[src/rtl/mux_rr_feeder.sv]
// mux_rr_feeder: round-robin feeder for a 2:1 mux stage. Each producer channel has a
// one-word holding register. The arbiter picks one buffered word and presents it
// downstream through o_sel and an o_valid/i_ready handshake.
// Latency: a captured word shows o_valid=1 in the cycle after capture. A channel that
// is granted every cycle sustains one word per cycle. Backpressure: while
// o_valid && !i_ready, the grant is locked, so o_valid, o_sel, o_a and o_b hold steady.
// A full channel that is not being drained deasserts its ready.
// Ports:
//   i_clk, i_rst             clock and asynchronous active-high reset
//   i_a_* / o_a_ready        channel A producer valid/ready/data
//   i_b_* / o_b_ready        channel B producer valid/ready/data
//   o_a, o_b, o_sel          buffered words and select, wired to mux_if.i_a/i_b/i_sel
//   o_valid / i_ready        downstream handshake for the selected word
// Optional: with MUX_RR_FEEDER_STATS_EN defined, the module adds the outputs
//   o_grant_cnt_a and o_grant_cnt_b. These are saturating per-channel transfer counters.
module mux_rr_feeder #(
  parameter int DATA_WITH = 8,
  parameter int CNT_WIDTH = 16
) (
  input  logic                 i_clk,
  input  logic                 i_rst,
  input  logic [DATA_WITH-1:0] i_a_data,
  input  logic                 i_a_valid,
  output logic                 o_a_ready,
  input  logic [DATA_WITH-1:0] i_b_data,
  input  logic                 i_b_valid,
  output logic                 o_b_ready,
  output logic [DATA_WITH-1:0] o_a,
  output logic [DATA_WITH-1:0] o_b,
  output logic                 o_sel,
  output logic                 o_valid,
  input  logic                 i_ready
`ifdef MUX_RR_FEEDER_STATS_EN
  ,
  output logic [CNT_WIDTH-1:0] o_grant_cnt_a,
  output logic [CNT_WIDTH-1:0] o_grant_cnt_b
`endif
);

  // CNT_WIDTH only sizes the optional counters. A zero width is never meaningful.
  if (CNT_WIDTH < 1) begin : g_cnt_width_invalid
  end

  logic [DATA_WITH-1:0] a_q, a_d, b_q, b_d;
  logic                 a_full_q, a_full_d, b_full_q, b_full_d;
  logic                 prio_q, prio_d;     // 0: A wins a tie, 1: B wins a tie
  logic                 lock_q, lock_d;
  logic                 sel_q, sel_d;       // select remembered for the locked case
  logic                 sel, sel_free, xfer, xfer_a, xfer_b, cap_a, cap_b;
  logic                 a_rdy, b_rdy;

  always_comb begin
    sel_free = (a_full_q & b_full_q) ? prio_q : (b_full_q & ~a_full_q);
    // Once a stall is seen, the select is frozen until the word transfers.
    sel      = lock_q ? sel_q : sel_free;
    o_valid  = a_full_q | b_full_q;
    xfer     = o_valid & i_ready;
    xfer_a   = xfer & ~sel;
    xfer_b   = xfer & sel;
    // A granted channel that drains this cycle can refill in the same cycle.
    a_rdy    = ~i_rst & (~a_full_q | xfer_a);
    b_rdy    = ~i_rst & (~b_full_q | xfer_b);
    cap_a    = i_a_valid & a_rdy;
    cap_b    = i_b_valid & b_rdy;
    a_full_d = cap_a | (a_full_q & ~xfer_a);
    b_full_d = cap_b | (b_full_q & ~xfer_b);
    a_d      = cap_a ? i_a_data : a_q;
    b_d      = cap_b ? i_b_data : b_q;
    prio_d   = xfer ? ~sel : prio_q;
    lock_d   = o_valid & ~i_ready;
    sel_d    = sel;
  end

  always_ff @(posedge i_clk or posedge i_rst) begin
    if (i_rst) begin
      a_q      <= '0;
      b_q      <= '0;
      a_full_q <= 1'b0;
      b_full_q <= 1'b0;
      prio_q   <= 1'b0;
      lock_q   <= 1'b0;
      sel_q    <= 1'b0;
    end else begin
      a_q      <= a_d;
      b_q      <= b_d;
      a_full_q <= a_full_d;
      b_full_q <= b_full_d;
      prio_q   <= prio_d;
      lock_q   <= lock_d;
      sel_q    <= sel_d;
    end
  end

  assign o_a       = a_q;
  assign o_b       = b_q;
  assign o_sel     = sel;
  assign o_a_ready = a_rdy;
  assign o_b_ready = b_rdy;

`ifdef MUX_RR_FEEDER_STATS_EN
  logic [CNT_WIDTH-1:0] cnt_a_q, cnt_a_d, cnt_b_q, cnt_b_d;

  always_comb begin
    cnt_a_d = cnt_a_q;
    cnt_b_d = cnt_b_q;
    if (xfer_a && (cnt_a_q != {CNT_WIDTH{1'b1}})) cnt_a_d = cnt_a_q + CNT_WIDTH'(1);
    if (xfer_b && (cnt_b_q != {CNT_WIDTH{1'b1}})) cnt_b_d = cnt_b_q + CNT_WIDTH'(1);
  end

  always_ff @(posedge i_clk or posedge i_rst) begin
    if (i_rst) begin
      cnt_a_q <= '0;
      cnt_b_q <= '0;
    end else begin
      cnt_a_q <= cnt_a_d;
      cnt_b_q <= cnt_b_d;
    end
  end

  assign o_grant_cnt_a = cnt_a_q;
  assign o_grant_cnt_b = cnt_b_q;
`endif

endmodule

[config.mk]
export PLATFORM = sky130hd
export DESIGN_NAME = mux_rr_feeder
export DESIGN_NICKNAME = d
export VERILOG_FILES = /design/src/rtl/mux_rr_feeder.sv
export SDC_FILE = /design/constraint.sdc
export NUM_CORES = 1
export LEC_CHECK = 0
export ABC_AREA = 1
export CAP_MARGIN = 20
export CORE_MARGIN = 2
export CORE_UTILIZATION = 35
export CTS_BUF_LIST = sky130_fd_sc_hd__clkbuf_16
export DETAILED_ROUTE_END_ITERATION = 8
export PLACE_DENSITY_LB_ADDON = 0.2
export SLEW_MARGIN = 20
export SYNTH_ARGS = -nofsm -noshare
export SYNTH_HDL_FRONTEND = slang
export SYNTH_SLANG_ARGS = --single-unit
[constraint.sdc]
create_clock -name i_clk -period 1.5 [get_ports i_clk]
set_clock_uncertainty 0.2 [all_clocks]
set_input_delay 0.3 -clock i_clk [delete_from_list [all_inputs] [get_ports i_clk]]
set_output_delay 0.3 -clock i_clk [all_outputs]
set_load 0.005 [all_outputs]
==> results of run 1 <==
## routing by layer
layer / vias up / track usage / share of wire
li1: 475 / - / -
met1: 460 / 0.209 / 0.42
met2: 19 / 0.289 / 0.53
met3: 2 / 0.0468 / 0.042
met4: 0 / 0.0348 / 0.0039
met5: - / 0 / 0
## state kept, by name, indices dropped and copies added (netlist names)
signal,count
sel_q,1
prio_q,1
o_a,8
lock_q,1
a_full_q,1
o_b,8
b_full_q,1
## through the flow
| stage | worst slack, ps | hold slack, ps |
|---|---|---|
| CTS | -206 | 264 |
| detailed placement | -648 | 262 |
| floorplan | 79.5 | 139 |
| global route | -273 | 300 |
| finish | -220 | 269 |
| global placement | -639 | 256 |
## cell type report
type,instances,area (um2)
clock buffer,3,75.1
fill,201,741
tap,30,37.5
inverter,4,20.0
multi-input combinational,69,459
timing repair buffer,68,638
sequential,21,526
clock inverter,1,3.75
## cell families after synthesis
group / Yosys count
and+or+nand+nor: 62
AOI/OAI and AO/OA: 5
DFF: 21
buffers and inverters: 7
## path summary, 6_finish.rpt
path	startpoint	cells past startpoint	slack (ps)	to
worst max register to register	a_full_q	9	-150	o_b[0]
worst min register to register	o_a[3]	2	270	o_a[3]
max in group asynchronous	i_rst	5	380	o_a[5]
worst max-delay path	a_full_q	5	-220	o_b_ready
min in group asynchronous	i_rst	4	470	o_a[7]
worst min-delay path	o_a[3]	2	270	o_a[3]
## timing repair
item / CTS / global route
pin swaps: 10 / 16
hold endpoints to repair: 0 / 0
setup buffers: 10 / 3
endpoints found under the setup margin: 36 / 21
resized for setup: 45 / 22
gates cloned: 2 / 0
## worst max-delay path, stage by stage, from the launching register on
cell and delay (ps):
dfrtp_1 390, buf_6 130, o21a_1 220, nand2_4 70, a21oi_2 40, buf_2 120
## cells in the final DEF (no fill, tap or decap), types with 3 or more instances in the layout
master           synthesis  final
buf_4                    1     16
dfrtp_1                 21     21
nand2_2                  1     10
nand4_1                 16     16
buf_2                    0      3
clkdlybuf4s50_1          0     19
nand3_4                  2      4
nand2_1                 37     28
clkbuf_16                0      3
buf_6                    1     11
dlygate4sd2_1            0     17
## power breakdown
part,internal [W],switching [W],total [W]
Clock,0.000354,0.000179,0.000533
Sequential,0.000835,0.000156,0.000992
Combinational,0.00100,0.000788,0.00179
==> out/results.ini, run 1 <==
[synthesis]
ys_top_cells_by_count=37 x nand2_1, 21 x dfrtp_1, 16 x nand4_1, 4 x nand2_4
synth_fa_ha_area_frac=0
ys_types=15
synth_top_cell_by_area=dfrtp_1
ys_warn_count=0
synth_simple_gate_area_share=0.362
synthMuxAreaShare=0
synth_xor_area_frac=0
synthArstFlopShare=1.00
yosysMostFrequentCell=nand2_1
synth_compound_area_frac=0.0323
netlist_instances=95
ys_top_cells_by_area=dfrtp_1 57%, nand2_1 15%, nand4_1 11%, nand2_4 4.8%, nand3_4 3.8%
synth-edff-count=0
ys_seq_area_frac=0.565
avgSynthCellArea_um2=9.79
synth_top_area_share=0.565
synth_flop_cell=dfrtp_1
synthesis.nets=116
yosys_register_bits=21
syn_area_um2=930
synth_top_family_by_area=simple AND/OR/NAND/NOR gates

[timing]
slew_violations=0
rsz0062_at_grt=yes
fin_crit_sh=1.15
fin_tns_setup_ps=-1780
post-route-min-period_ps=1720
layout_setup_ws_ps=-220
setup_viol=13
tightest_slew_ps=244
hold_viol=0
slew_headroom=0.837
fmaxAchievable_mhz=581

[layout]
diodes=0
drive_gt1_frac=0.361
syn_to_final_growth_pct=89.2
post-route-util=0.704
layout.nets=188
final_cells=196
final_cell_area_um2=1760

[detailed_routing]
avgViaCountPerCell=4.88
first_pass_iters=4
vias=956
drt_iter0_markers=21
ant_nets=0
drc=0
drt_wl_total_um=2540
drt-wirelength-per-cell_um=12.9

[setup_path]
endpoint_kind=output pin
crit_required_ps=1000
crit_type=reg2out
critPathMaxFanout=3
startpoint_type=register
arrival_ps=1220

[global_routing]
grt_pass1_vias=980
grt_pass1_wl_um=4230
grt_max_degree=16
grt_overflow_total=0
antenna_found_initial=0
grt_use_total=0.167

[cts]
ctsHtreeMaxLevel=1
cts_root_buf=clkbuf_16
clockBufferDepth=2
cts_made_buffers=3
cts_tree=yes
clk_pin_slew_ps=50
clock_latency_ps=240
cts_hold_buf=0
cts.sinks=21

[floorplan]
ios=41
dieArea_um2=3080
die_x_um=55.5
fp-row-count=18
initial_core_util=0.372
core_area_um2=2500
die_h_um=55.5

[pwr]
ir_drop_mv=1.47
powerDensity_nw_per_um2=1880
p_leak_nw=0.879
power.total_w=0.00331

[placed_design]
place_area_um2=1520
dp.cells=182
gp_congestion=0.825
dpl.hpwl_um=1690
io_buffer_count=40

[run]
cap_viol_max_count=0

[status]
status=complete, but fails checks
violations=setup timing

[min_path]
hold_class=reg2reg

No activity file was read; power rests on OpenSTA's default activity.
==> run 2: changes to the inputs <==
Settings changed: TNS_END_PERCENT set to 30.
==> run 2 against run 1 <==
  * The run still ends with setup timing left
  * Combinational power decreased by 5%
  * Non-clock buffer count increased by 2
  * Sequential share of layout area increased by 0.87 points
  * Final cell count increased by 0.51%
  * Flip-flop and latch count unchanged
  * Critical path depth increased by 1
  * Maximum frequency decreased by 0.51%
  * Critical endpoint unchanged
  * Largest power group unchanged
  * Highest routed layer unchanged
==> out/results.ini, run 2 (synthesized netlist as in run 1, its figures left out) <==
[global_routing]
grt_pass1_vias=966  ; was 980
grt_use_total=0.161  ; was 0.167
grt_max_degree=16  ; unchanged
grt_overflow_total=0  ; unchanged
antenna_found_initial=0  ; unchanged
grt_pass1_wl_um=4040  ; was 4230 um

[setup_path]
cp_slowest_cell=dfrtp_1  ; unchanged
r2r-start=lock_q  ; was a_full_q
rr_endpoint=o_b[4]  ; was o_b[0]
worstPathCellList=nor2_4, nand2_2, nand2_4, nand2_4, a21oi_2, buf_2  ; was buf_6, o21a_1, nand2_4, a21oi_2, buf_2
startpoint_type=register  ; unchanged
slowest_delay_ps=410  ; was 390 ps
endpoint_kind=output pin  ; unchanged
critPathMaxFanout=2  ; was 3
reg2reg_slack_ps=-160  ; was -150 ps
arrival_ps=1230  ; was 1220 ps
crit_start=lock_q  ; was a_full_q
ff2ff_path_depth=10  ; was 9
crit_required_ps=1000  ; about the same
crit_top_cell=nand2_4
crit_type=reg2out  ; unchanged

[placed_design]
io_buffer_count=40  ; unchanged
gp_congestion=0.825  ; unchanged
place_area_um2=1520  ; unchanged
dpl.hpwl_um=1690  ; unchanged
dp.cells=182  ; unchanged

[timing]
fin_crit_sh=1.15  ; about the same
hold_viol=0  ; unchanged
rsz0062_at_grt=yes  ; unchanged
tightest_slew_ps=209  ; was 244 ps
setup_viol=22  ; was 13
post-route-min-period_ps=1730  ; was 1720 ps
slew_violations=0  ; unchanged
layout_setup_ws_ps=-229  ; was -220 ps
fin_tns_setup_ps=-3150  ; was -1780 ps
slew_headroom=0.861  ; was 0.837
fmaxAchievable_mhz=578  ; was 581 MHz

[cts]
clock_latency_ps=240  ; about the same
clockBufferDepth=2  ; unchanged
cts_made_buffers=3  ; unchanged
cts_hold_buf=0  ; unchanged
ctsHtreeMaxLevel=1  ; unchanged
cts_tree=yes  ; unchanged
clk_pin_slew_ps=50  ; about the same
cts_root_buf=clkbuf_16  ; unchanged
cts.sinks=21  ; unchanged

[min_path]
min_from=o_b[1]  ; was o_a[3]
hold_class=reg2reg  ; unchanged
min_delay_path_depth=2  ; unchanged
min_to=o_b[1]  ; was o_a[3]

[pwr]
switchingPower_w=0.00106  ; was 0.00112 W
netSwitchingFraction=0.330  ; was 0.339
power_frac_comb=0.527  ; was 0.540
p_leak_nw=0.880  ; was 0.879 nW
power.internal_w=0.00215  ; was 0.00219 W
p_seq_frac=0.305  ; was 0.299
clkPwrFrac=0.167  ; was 0.161
ir_drop_mv=1.56  ; was 1.47 mV
powerDensity_nw_per_um2=1880  ; about the same

[floorplan]
core_area_um2=2500  ; unchanged
fp-row-count=18  ; unchanged
dieArea_um2=3080  ; unchanged
initial_core_util=0.372  ; unchanged
ios=41  ; unchanged
die_h_um=55.5  ; unchanged
die_x_um=55.5  ; unchanged

[layout]
fill_cells=212  ; was 201
final_cell_area_um2=1710  ; was 1760 um2
final_cells=197  ; was 196
final_cell_mix=34 x nand2_1, 21 x dfrtp_1, 21 x buf_4, 19 x clkdlybuf4s50_1, 17 x dlygate4sd2_1  ; was 28 x nand2_1, 21 x dfrtp_1, 19 x clkdlybuf4s50_1, 17 x dlygate4sd2_1
diodes=0  ; unchanged
syn_to_final_growth_pct=83.8  ; was 89.2%
layout_commonest_cell=nand2_1  ; unchanged
drive_gt1_frac=0.329  ; was 0.361
layout.nets=189  ; was 188

[detailed_routing]
drt_wl_total_um=2530  ; was 2540 um
drt-wirelength-per-cell_um=12.8  ; was 12.9 um
drt_iter0_markers=24  ; was 21
drc=0  ; unchanged
avgViaCountPerCell=4.77  ; was 4.88
vias=940  ; was 956
first_pass_iters=4  ; unchanged
ant_nets=0  ; unchanged

[status]
status=complete, but fails checks  ; unchanged
violations=setup timing  ; unchanged

[run]
cap_viol_max_count=0  ; unchanged

[run 2: how the worst max path moves through the flow]
| stage | endpoint | slack [ps] | cells past startpoint |
|---|---|---|---|
| after floorplan | o_a_ready | 80 | 5 |
| after global placement | o_b_ready | -640 | 5 |
| after detailed placement | o_b_ready | -650 | 5 |
| after CTS | o_b_ready | -210 | 5 |
| after global routing | o_b_ready | -280 | 6 |
| final | o_b_ready | -230 | 6 |
[run 2: layout make-up]
cell class	instances	area, um2	share of cell area
clock buffers	3	75.1	0.0439
clock inverters	1	3.75	0.00220
inverters	4	15.0	0.00878
multi-input cells	68	410	0.240
flip-flops and latches	21	526	0.307
well taps	30	37.5	0.0220
repair buffers	70	642	0.376
[run 2: critical path, delay by kind of cell, from the launching register on]
family	cells	cell delay [ps]
AOI/OAI and AO/OA	1	100
buffers and inverters	1	120
DFF	1	410
and+or+nand+nor	4	360
[run 2: power groups by stage]
stage                     combinational (W)  clock, W  sequential, W
after floorplan                    0.000508         0        0.00101
after global placement              0.00145         0       0.000985
after detailed placement            0.00148         0       0.000991
after CTS                           0.00153  0.000547       0.000969
after global routing                0.00185  0.000571        0.00102
final                               0.00170  0.000537       0.000981
[run 2: per-layer routing]
layer  vias to the layer above  track usage  part of all wire  wire (um)
met5                         -            0                 0          0
met4                         0       0.0209            0.0075         19
met3                         4       0.0422             0.038         96
met2                        17        0.291              0.52       1320
met1                       449        0.195              0.43       1090
li1                        470            -                 -          -
[run 2: timing repair]
| item | 4_1_cts | 5_1_grt |
|---|---|---|
| gates resized for setup | 41 | 10 |
| endpoints found under the setup margin | 36 | 22 |
| cloned | 0 | 1 |
| buffers inserted | 9 | 3 |
| pin swaps | 6 | 9 |
[run 2: per-stage QoR]
| step | utilization | hold WS [ps] | power [W] | setup slack, ps |
|---|---|---|---|---|
| detailed placement | 0.608 | 262 | 0.00247 | -648 |
| CTS | 0.658 | 264 | 0.00304 | -206 |
| floorplan | - | 139 | 0.00152 | 79.5 |
| global placement | 0.608 | 256 | 0.00243 | -639 |
| finish | 0.684 | 266 | 0.00321 | -229 |
| global route | 0.684 | 299 | 0.00344 | -281 |
==> run 3: changes to the inputs <==
Settings changed: CORE_UTILIZATION 35 to 36, CTS_CLUSTER_SIZE set to 30, PLACE_DENSITY set to 0.72, PLACE_DENSITY_LB_ADDON 0.2 to unset.
==> run 3 against run 2 <==
  * The flow still finishes with violations (setup timing)
  * Combinational power decreased by 19%
  * Critical endpoint unchanged
  * Maximum frequency increased by 1.2%
  * Sequential power increased by 0.5%
  * Register-to-register slack improved by 160 ps
  * Global-route usage increased by 0.82 points
  * First-iteration DRC count decreased by 83%
  * Die area decreased by 2.6%
==> out/results.ini, run 3 (synthesized netlist as in run 1, its figures left out) <==
[setup_path]
crit_type=reg2out  ; unchanged
critPathMaxFanout=2  ; unchanged
crit_top_cell=nand2_4  ; unchanged
startpoint_type=register  ; unchanged
cp_slowest_cell=dfrtp_1  ; unchanged
worstPathCellList=nor2_4, nand2_2, nand2_4, nand2_4, a21oi_2, buf_2  ; unchanged
endpoint_kind=output pin  ; unchanged
arrival_ps=1210  ; was 1230 ps
slowest_delay_ps=410  ; about the same
crit_required_ps=1000  ; about the same

[layout]
final_cells=190  ; was 197
final_cell_mix=36 x nand2_1, 21 x dfrtp_1, 20 x buf_4, 19 x clkdlybuf4s50_1, 17 x dlygate4sd2_1  ; was 34 x nand2_1, 21 x dfrtp_1, 21 x buf_4, 19 x clkdlybuf4s50_1, 17 x dlygate4sd2_1
layout_commonest_cell=nand2_1  ; unchanged
layout.nets=182  ; was 189
ff_latch_area_um2=526  ; unchanged
final_cell_area_um2=1600  ; was 1710 um2
diodes=0  ; unchanged
fill_cells=218  ; was 212
drive_gt1_frac=0.288  ; was 0.329
multi_input_area_um2=397  ; was 410 um2
syn_to_final_growth_pct=72.5  ; was 83.8%

[global_routing]
grtUsageMet1=0.180  ; was 0.195
grt_pass1_vias=869  ; was 966
grt_overflow_total=0  ; unchanged
busiest_layer=met2  ; unchanged
use_met2=0.296  ; was 0.291
grt_pass1_wl_um=3500  ; was 4040 um
grt_max_degree=13  ; was 16
antenna_found_initial=0  ; unchanged
grt_use_total=0.169  ; was 0.161
grtUsageMet3=0.0273  ; was 0.0422

[status]
status=complete, but fails checks  ; unchanged
violations=setup timing  ; unchanged

[floorplan]
dieArea_um2=3000  ; was 3080 um2
core_area_um2=2450  ; was 2500 um2
die_x_um=54.8  ; was 55.5 um
die_h_um=54.8  ; was 55.5 um
ios=41  ; unchanged
initial_core_util=0.379  ; was 0.372
fp-row-count=18  ; unchanged

[detailed_routing]
vias=886  ; was 940
ant_nets=0  ; unchanged
drt_iter0_markers=4  ; was 24
avgViaCountPerCell=4.66  ; was 4.77
drt-wirelength-per-cell_um=12.2  ; was 12.8 um
drc=0  ; unchanged
first_pass_iters=3  ; was 4
drt_wl_total_um=2320  ; was 2530 um

[cts]
cts_hold_buf=0  ; unchanged
ctsHtreeMaxLevel=1  ; unchanged
cts_tree=yes  ; unchanged
clock_latency_ps=250  ; was 240 ps
cts.sinks=21  ; unchanged
cts_root_buf=clkbuf_16  ; unchanged
clockBufferDepth=2  ; unchanged
cts_made_buffers=3  ; unchanged
clk_pin_slew_ps=60  ; was 50 ps

[timing]
post-route-min-period_ps=1710  ; was 1730 ps
tightest_slew_ps=208  ; was 209 ps
slew_violations=0  ; unchanged
hold_viol=0  ; unchanged
slew_headroom=0.861  ; about the same
setup_viol=6  ; was 22
fin_crit_sh=1.14  ; was 1.15
fmaxAchievable_mhz=585  ; was 578 MHz
rsz0062_at_grt=yes  ; unchanged
layout_setup_ws_ps=-209  ; was -229 ps

[placed_design]
pre_cts_ws_ps=-706  ; was -648 ps
place_area_um2=1500  ; was 1520 um2
dp.cells=183  ; was 182
io_buffer_count=40  ; unchanged
dpl.hpwl_um=1740  ; was 1690 um
gp_congestion=0.724  ; was 0.825

[pwr]
power.total_w=0.00293  ; was 0.00321 W
p_leak_nw=0.831  ; was 0.880 nW
powerDensity_nw_per_um2=1830  ; was 1880 nW/um2
ir_drop_mv=1.16  ; was 1.56 mV

[min_path]
hold_class=in2reg  ; was reg2reg

[run]
cap_viol_max_count=0  ; unchanged

run 3: worst paths after layout:
kind                            startpoint   endpoint  slack (ps)  cells after the start
worst max-delay path                lock_q  o_b_ready        -210                      6
worst min-delay path               i_ready     lock_q         210                      2
worst max register to register      lock_q     o_b[5]           0                      9
worst min register to register      o_a[6]     o_a[6]         260                      2
max in group asynchronous            i_rst     prio_q         420                      4
min in group asynchronous            i_rst     o_b[2]         390                      3
run 3: cell type report:
class,count,share of cell area
Sequential cell,21,0.328
Timing Repair Buffer,63,0.342
Multi-Input combinational cell,68,0.247
Tap cell,30,0.0234
Clock inverter,1,0.00312
Inverter,4,0.00936
Clock buffer,3,0.0468
run 3: critical path, delay by kind of cell (launching register included):
family | cells | cell delay [ps]
AO/OA/AOI/OAI | 1 | 100
flip-flops | 1 | 410
buffers and inverters | 1 | 120
AND/OR/NAND/NOR | 4 | 320
run 3: per-layer routing:
metal,share of wire,vias to the layer above
met3,0.057,5
met4,0.028,0
met1,0.39,399
met5,0,-
li1,-,457
met2,0.52,25
run 3: timing repair:
item	4_1_cts	5_1_grt
gates cloned	0	1
gates resized for setup	39	4
setup buffers	2	0
pin swaps	2	3
endpoints found under the setup margin	29	21
run 3: power by group:
| part | switching [W] | internal [W] | leakage, nW |
|---|---|---|---|
| Clock | 0.000204 | 0.000358 | 0.0409 |
| Sequential | 0.000151 | 0.000835 | 0.257 |
| Combinational | 0.000621 | 0.000763 | 0.533 |
| Total | 0.000977 | 0.00196 | 0.831 |
run 3: stage by stage:
| stage | setup TNS [ps] | hold slack (ps) | util |
|---|---|---|---|
| global route | -2110 | 209 | 0.653 |
| detailed placement | -6560 | 259 | 0.612 |
| floorplan | 0 | 139 | - |
| CTS | -625 | 196 | 0.643 |
| global placement | -6190 | 254 | 0.612 |
| finish | -646 | 206 | 0.653 |
